[config.mk]
export PLATFORM = sky130hd
export DESIGN_NAME = wb_pipe_skid_reg
export DESIGN_NICKNAME = d
export VERILOG_FILES = /design/src/rtl/wb_pipe_skid_reg.sv
export SDC_FILE = /design/constraint.sdc
export NUM_CORES = 1
export LEC_CHECK = 0
export BUFFER_PORTS_ARGS = -buffer_cell sky130_fd_sc_hd__buf_2
export CORE_MARGIN = 3
export CORE_UTILIZATION = 59
export DETAILED_ROUTE_END_ITERATION = 8
export HOLD_SLACK_MARGIN = 0.15
export PLACE_DENSITY = 0.84
export REMOVE_ABC_BUFFERS = 1
export SYNTH_ARGS = -nofsm -noshare
export SYNTH_HDL_FRONTEND = slang
export SYNTH_SLANG_ARGS = --single-unit
[constraint.sdc]
create_clock -name clk -period 3.3 [get_ports clk]
set_input_delay 0.33 -clock clk [delete_from_list [all_inputs] [get_ports clk]]
set_output_delay 0.33 -clock clk [all_outputs]
set_load 0.005 [all_outputs]
[src/rtl/wb_pipe_skid_reg.sv]
// MEM->WB pipeline register with a 2-entry skid buffer; in_ready is decoded from state only.
// Optional stall/transfer counters are enabled with `define WB_PIPE_STATS_EN.
module wb_pipe_skid_reg #(
  parameter int DATA_W = 32,
  parameter int DEST_W = 4
) (
  input  logic              clk,
  input  logic              rst,
  input  logic              flush,
  input  logic              in_valid,
  output logic              in_ready,
  input  logic              WB_EN,
  input  logic              MEM_R_EN,
  input  logic [DATA_W-1:0] ALU_Res,
  input  logic [DATA_W-1:0] MEM_Result,
  input  logic [DEST_W-1:0] Dest,
  output logic              out_valid,
  input  logic              out_ready,
  output logic              WB_EN_out,
  output logic              MEM_R_EN_out,
  output logic [DATA_W-1:0] ALU_Res_out,
  output logic [DATA_W-1:0] MEM_Result_out,
  output logic [DEST_W-1:0] Dest_out,
  output logic [DATA_W-1:0] wb_value_out
`ifdef WB_PIPE_STATS_EN
  ,
  output logic [31:0]       stall_cnt_out,
  output logic [31:0]       xfer_cnt_out
`endif
);

  // state   | meaning
  // S_EMPTY | nothing held, outputs invalid
  // S_BUSY  | main register holds the head entry
  // S_FULL  | main holds head, skid holds the next entry
  typedef enum logic [1:0] {
    S_EMPTY = 2'd0,
    S_BUSY  = 2'd1,
    S_FULL  = 2'd2
  } state_t;

  typedef struct packed {
    logic              wb_en;
    logic              mem_r_en;
    logic [DATA_W-1:0] alu;
    logic [DATA_W-1:0] mem;
    logic [DEST_W-1:0] dest;
  } entry_t;

  state_t state_q, state_d;
  entry_t main_q, main_d;
  entry_t skid_q, skid_d;
  entry_t in_entry;
  logic   acc;
  logic   pop;

  assign in_entry  = {WB_EN, MEM_R_EN, ALU_Res, MEM_Result, Dest};
  assign in_ready  = (state_q != S_FULL) && !rst;
  assign out_valid = (state_q != S_EMPTY);
  assign acc       = in_valid && in_ready;
  assign pop       = out_valid && out_ready;

  always_comb begin
    state_d = state_q;
    main_d  = main_q;
    skid_d  = skid_q;
    if (flush) begin
      // Control bits are dropped so nothing stale can write back; data may linger.
      state_d         = S_EMPTY;
      main_d.wb_en    = 1'b0;
      main_d.mem_r_en = 1'b0;
      skid_d.wb_en    = 1'b0;
      skid_d.mem_r_en = 1'b0;
    end else begin
      case (state_q)
        S_EMPTY: begin
          if (acc) begin
            state_d = S_BUSY;
            main_d  = in_entry;
          end
        end
        S_BUSY: begin
          if (acc && !pop) begin
            state_d = S_FULL;
            skid_d  = in_entry;
          end else if (acc && pop) begin
            main_d = in_entry;
          end else if (pop) begin
            state_d = S_EMPTY;
          end
        end
        S_FULL: begin
          if (pop) begin
            state_d = S_BUSY;
            main_d  = skid_q;
          end
        end
        default: state_d = S_EMPTY;
      endcase
    end
  end

  always_ff @(posedge clk) begin
    if (rst) begin
      state_q <= S_EMPTY;
      main_q  <= '0;
      skid_q  <= '0;
    end else begin
      state_q <= state_d;
      main_q  <= main_d;
      skid_q  <= skid_d;
    end
  end

  assign WB_EN_out      = out_valid && main_q.wb_en;
  assign MEM_R_EN_out   = main_q.mem_r_en;
  assign ALU_Res_out    = main_q.alu;
  assign MEM_Result_out = main_q.mem;
  assign Dest_out       = main_q.dest;
  assign wb_value_out   = main_q.mem_r_en ? main_q.mem : main_q.alu;

`ifdef WB_PIPE_STATS_EN
  logic [31:0] stall_cnt_q, stall_cnt_d;
  logic [31:0] xfer_cnt_q, xfer_cnt_d;

  always_comb begin
    stall_cnt_d = stall_cnt_q;
    xfer_cnt_d  = xfer_cnt_q;
    if (out_valid && !out_ready && (stall_cnt_q != 32'hFFFF_FFFF)) begin
      stall_cnt_d = stall_cnt_q + 32'd1;
    end
    if (pop) begin
      xfer_cnt_d = xfer_cnt_q + 32'd1;
    end
  end

  // Only reset clears the counters; a flush is an ordinary pipeline event.
  always_ff @(posedge clk) begin
    if (rst) begin
      stall_cnt_q <= '0;
      xfer_cnt_q  <= '0;
    end else begin
      stall_cnt_q <= stall_cnt_d;
      xfer_cnt_q  <= xfer_cnt_d;
    end
  end

  assign stall_cnt_out = stall_cnt_q;
  assign xfer_cnt_out  = xfer_cnt_q;
`endif

endmodule
==> results.toml <==
[clock_tree]
hold_buffers = 0
clk_lat_worst_skew_ns = 0.42
post_cts_resize_count = 0
clkSlewWorstSetupHoldPaths_ns = 0.06
cts_sinks = 142
numCtsBuffers = 17
number_of_buffers_on_the_longest_clock_path = 2
deepest_level_of_the_cts_h_tree = 4
ctsRootBufferMaster = "sky130_fd_sc_hd__clkbuf_16"
cts_tree = "yes"
post_cts.repair.setup_buffers = 0

[synth]
synth_top_cells_by_count = "142 x sky130_fd_sc_hd__dfxtp_1, 80 x sky130_fd_sc_hd__clkbuf_1, 71 x sky130_fd_sc_hd__a21oi_1, 71 x sky130_fd_sc_hd__mux2i_1, 70 x sky130_fd_sc_hd__nand2_1"
synth_sequential_area_ratio = 0.3675
synth.yosys.warnings = 0
post_synth.cell_area_avg_um2 = 8.994
synth_cell_type_count = 34
proportion_of_netlist_area_held_by_the_largest_area_contributor = 0.3675
yosys_register_bits = 142
synthFlopType = "sky130_fd_sc_hd__dfxtp_1"
synth_most_common_cell = "sky130_fd_sc_hd__dfxtp_1"
post_synth_inst_count = 860
netlist_top_cells_area = "sky130_fd_sc_hd__dfxtp_1 37%, sky130_fd_sc_hd__mux2i_1 9.2%, sky130_fd_sc_hd__buf_4 6.7%, sky130_fd_sc_hd__o211ai_1 6.6%, sky130_fd_sc_hd__o31ai_1 6.6%"
synth-async-reset-ratio = 0
syn-cell-area_um2 = 7735
synth_enable_flop_cells = 0
yosysTopAreaCell = "sky130_fd_sc_hd__dfxtp_1"

[global_routing]
wire_length_of_the_first_global_routing_pass_um = 32020
initial_antenna_violation_count = 0
grt_start_max_net_pins = 85
global_route.usage.total = 0.2660
via_count_of_the_first_global_routing_pass = 6369
global_route_total_overflow = 0

[sta]
post_route_clock_skew_ns = 0.006039
finalHoldWorstSlack_ns = 0.1762
setup_viol = 0
rsz0062_at_grt = "false"
maxSlewHeadroom = 0.3277
setup_slack_ns = 0.9236
timing.fmax_mhz = 420.8
finalHoldViolations = 0
timing_worst_slew_pin_value_ns = 1.008
finalCriticalPeriod_ns = 2.376
portion_of_the_clock_cycle_consumed_by_the_worst_path_in_the_final_layout = 0.7201
drv_slew = 0

[die]
rows = 41
initial_core_util = 0.6080
die_x_um = 120.5
die-height_um = 120.5
die_area_um2 = 14520
placeable_core_region_um2 = 12720
design.portCount = 179

[power_and_ir_drop]
net_switching_fraction_of_the_power = 0.2295
power_frac_comb = 0.098
vdd_ir_drop_max_mv = 0.3900
p_clk_frac = 0.495
sum_of_internal_switching_and_leakage_power_uw = 4428
internal_power_uw = 3412
leakagePower_uw = 0.003649
seq_power_share = 0.408
total_power_divided_by_cell_area_nw_per_um2 = 505.4
switchingPower_uw = 1016

[status]
status = "completed"

[routing]
via_count_normalized_by_instance_count = 6.311
post_detailed_route_wirelength_per_cell_um = 18.21
detailedRoute.firstIterationViolations = 664
detail_route.wirelength_um = 19780
vias = 6854
drtAntennaViolNets = 0
drt-pass1-iter-count = 5
drt_drc_violations_left = 0

[finish]
proportion_of_layout_cells_with_a_drive_suffix_above_1 = 0.3534
layout.cells.non_filler = 1086
finalNetCount = 976
area_overhead_of_the_layout_relative_to_synthesis_pct = 13.28
num_antenna_cells = 0

[setup_path]
setup.worst_path.end_class = "flop"
cp-start-kind = "flop"
worstPathMaxFanout = 43
worst_ep_arrival_time_ns = 2.72
timing_worst_setup_path_type = "flop to flop"
cp_data_required_time_ns = 3.65

[placement]
placedCellCount = 1054
dpl.hpwl_um = 12130
gp_congestion = 0.7734
pre_cts_slack_ns = 1.013
portBuffers = 178

[min_path]
holdCritPathClass = "input port to flop"

[run]
max_cap_violations = 0
[sequential cells by signal, indices dropped and copies added (netlist names)]
register and flops:
ALU_Res_out 32, Dest_out 4, MEM_R_EN_out 1, MEM_Result_out 32, main_q 1, skid_q 70
state_q 2
[final timing paths]
kind,startpoint,to,slack [ns],cells after the start
max,state_q[1]$_SDFFE_PP0P_,skid_q[42]$_SDFFE_PP0P_,0.92,4
min,Dest[2],skid_q[2]$_SDFFE_PP0P_,0.18,3
max reg2reg,state_q[1]$_SDFFE_PP0P_,skid_q[42]$_SDFFE_PP0P_,0.92,4
min reg2reg,Dest_out[1]$_SDFFE_PP0P_,Dest_out[1]$_SDFFE_PP0P_,0.46,2
[cell families (layout without fill, tap and decap cells)]
| kind of cell | Yosys count | after routing | share of synthesized area |
|---|---|---|---|
| compound gates | 214 | 214 | 0.1851 |
| buf+inv | 176 | 230 | 0.1242 |
| mux | 103 | 103 | 0.1385 |
| flops | 142 | 142 | 0.3675 |
| simple gates | 225 | 225 | 0.1847 |
[power by group through the flow]
stage | registers, uW | clock network, uW | logic [uW]
4_1_cts | 1800 | 2210 | 429
6_report | 1810 | 2190 | 433
2_1_floorplan | 1840 | 0 | 217
3_3_place_gp | 1840 | 0 | 422
5_1_grt | 1810 | 2280 | 468
3_5_place_dp | 1840 | 0 | 428
[placed cells by master, fill, tap and decap left out, drive strengths merged, types with 21 or more instances in the layout]
cell type,netlist,layout
clkbuf,80,21
mux2i,71,71
nand2,70,70
mux2,32,32
buf,93,195
dfxtp,142,142
a21oi,71,71
o211ai,68,68
o31ai,69,69
nand4,68,68
or3b,70,70
[critical path: stages, from the launching register on]
cell                      delay, ns
sky130_fd_sc_hd__dfxtp_2       0.74
sky130_fd_sc_hd__or3b_2        0.90
sky130_fd_sc_hd__buf_4         0.36
sky130_fd_sc_hd__o31ai_1       0.11
sky130_fd_sc_hd__a21oi_1       0.18
[area by class of cell]
cell class | count | area (um^2)
multi-input combinational | 542 | 3963
sequential | 142 | 2846
clock inverter | 11 | 210.2
fill | 1027 | 3960
timing repair buffer | 195 | 1044
tap | 172 | 215.2
clock buffer | 21 | 470.5
inverter | 3 | 13.76
[per-stage QoR]
| stage | instance area, um^2 | setup TNS (ns) | utilization |
|---|---|---|---|
| 2_1_floorplan | 6785 | -325.50 | - |
| 3_3_place_gp | 8082 | 0 | 0.6352 |
| 3_5_place_dp | 8082 | 0 | 0.6352 |
| 4_1_cts | 8762 | 0 | 0.6887 |
| 5_1_grt | 8762 | 0 | 0.6887 |
| 6_report | 8762 | 0 | 0.6887 |
[metal layers]
metal	up-vias	share of wire	GRT usage
met5	-	0	0
met1	3284	0.44	0.3605
met2	309	0.47	0.4261
li1	3214	-	-
met3	47	0.070	0.05426
met4	0	0.020	0.08711
No activity file was read; power rests on OpenSTA's default activity.
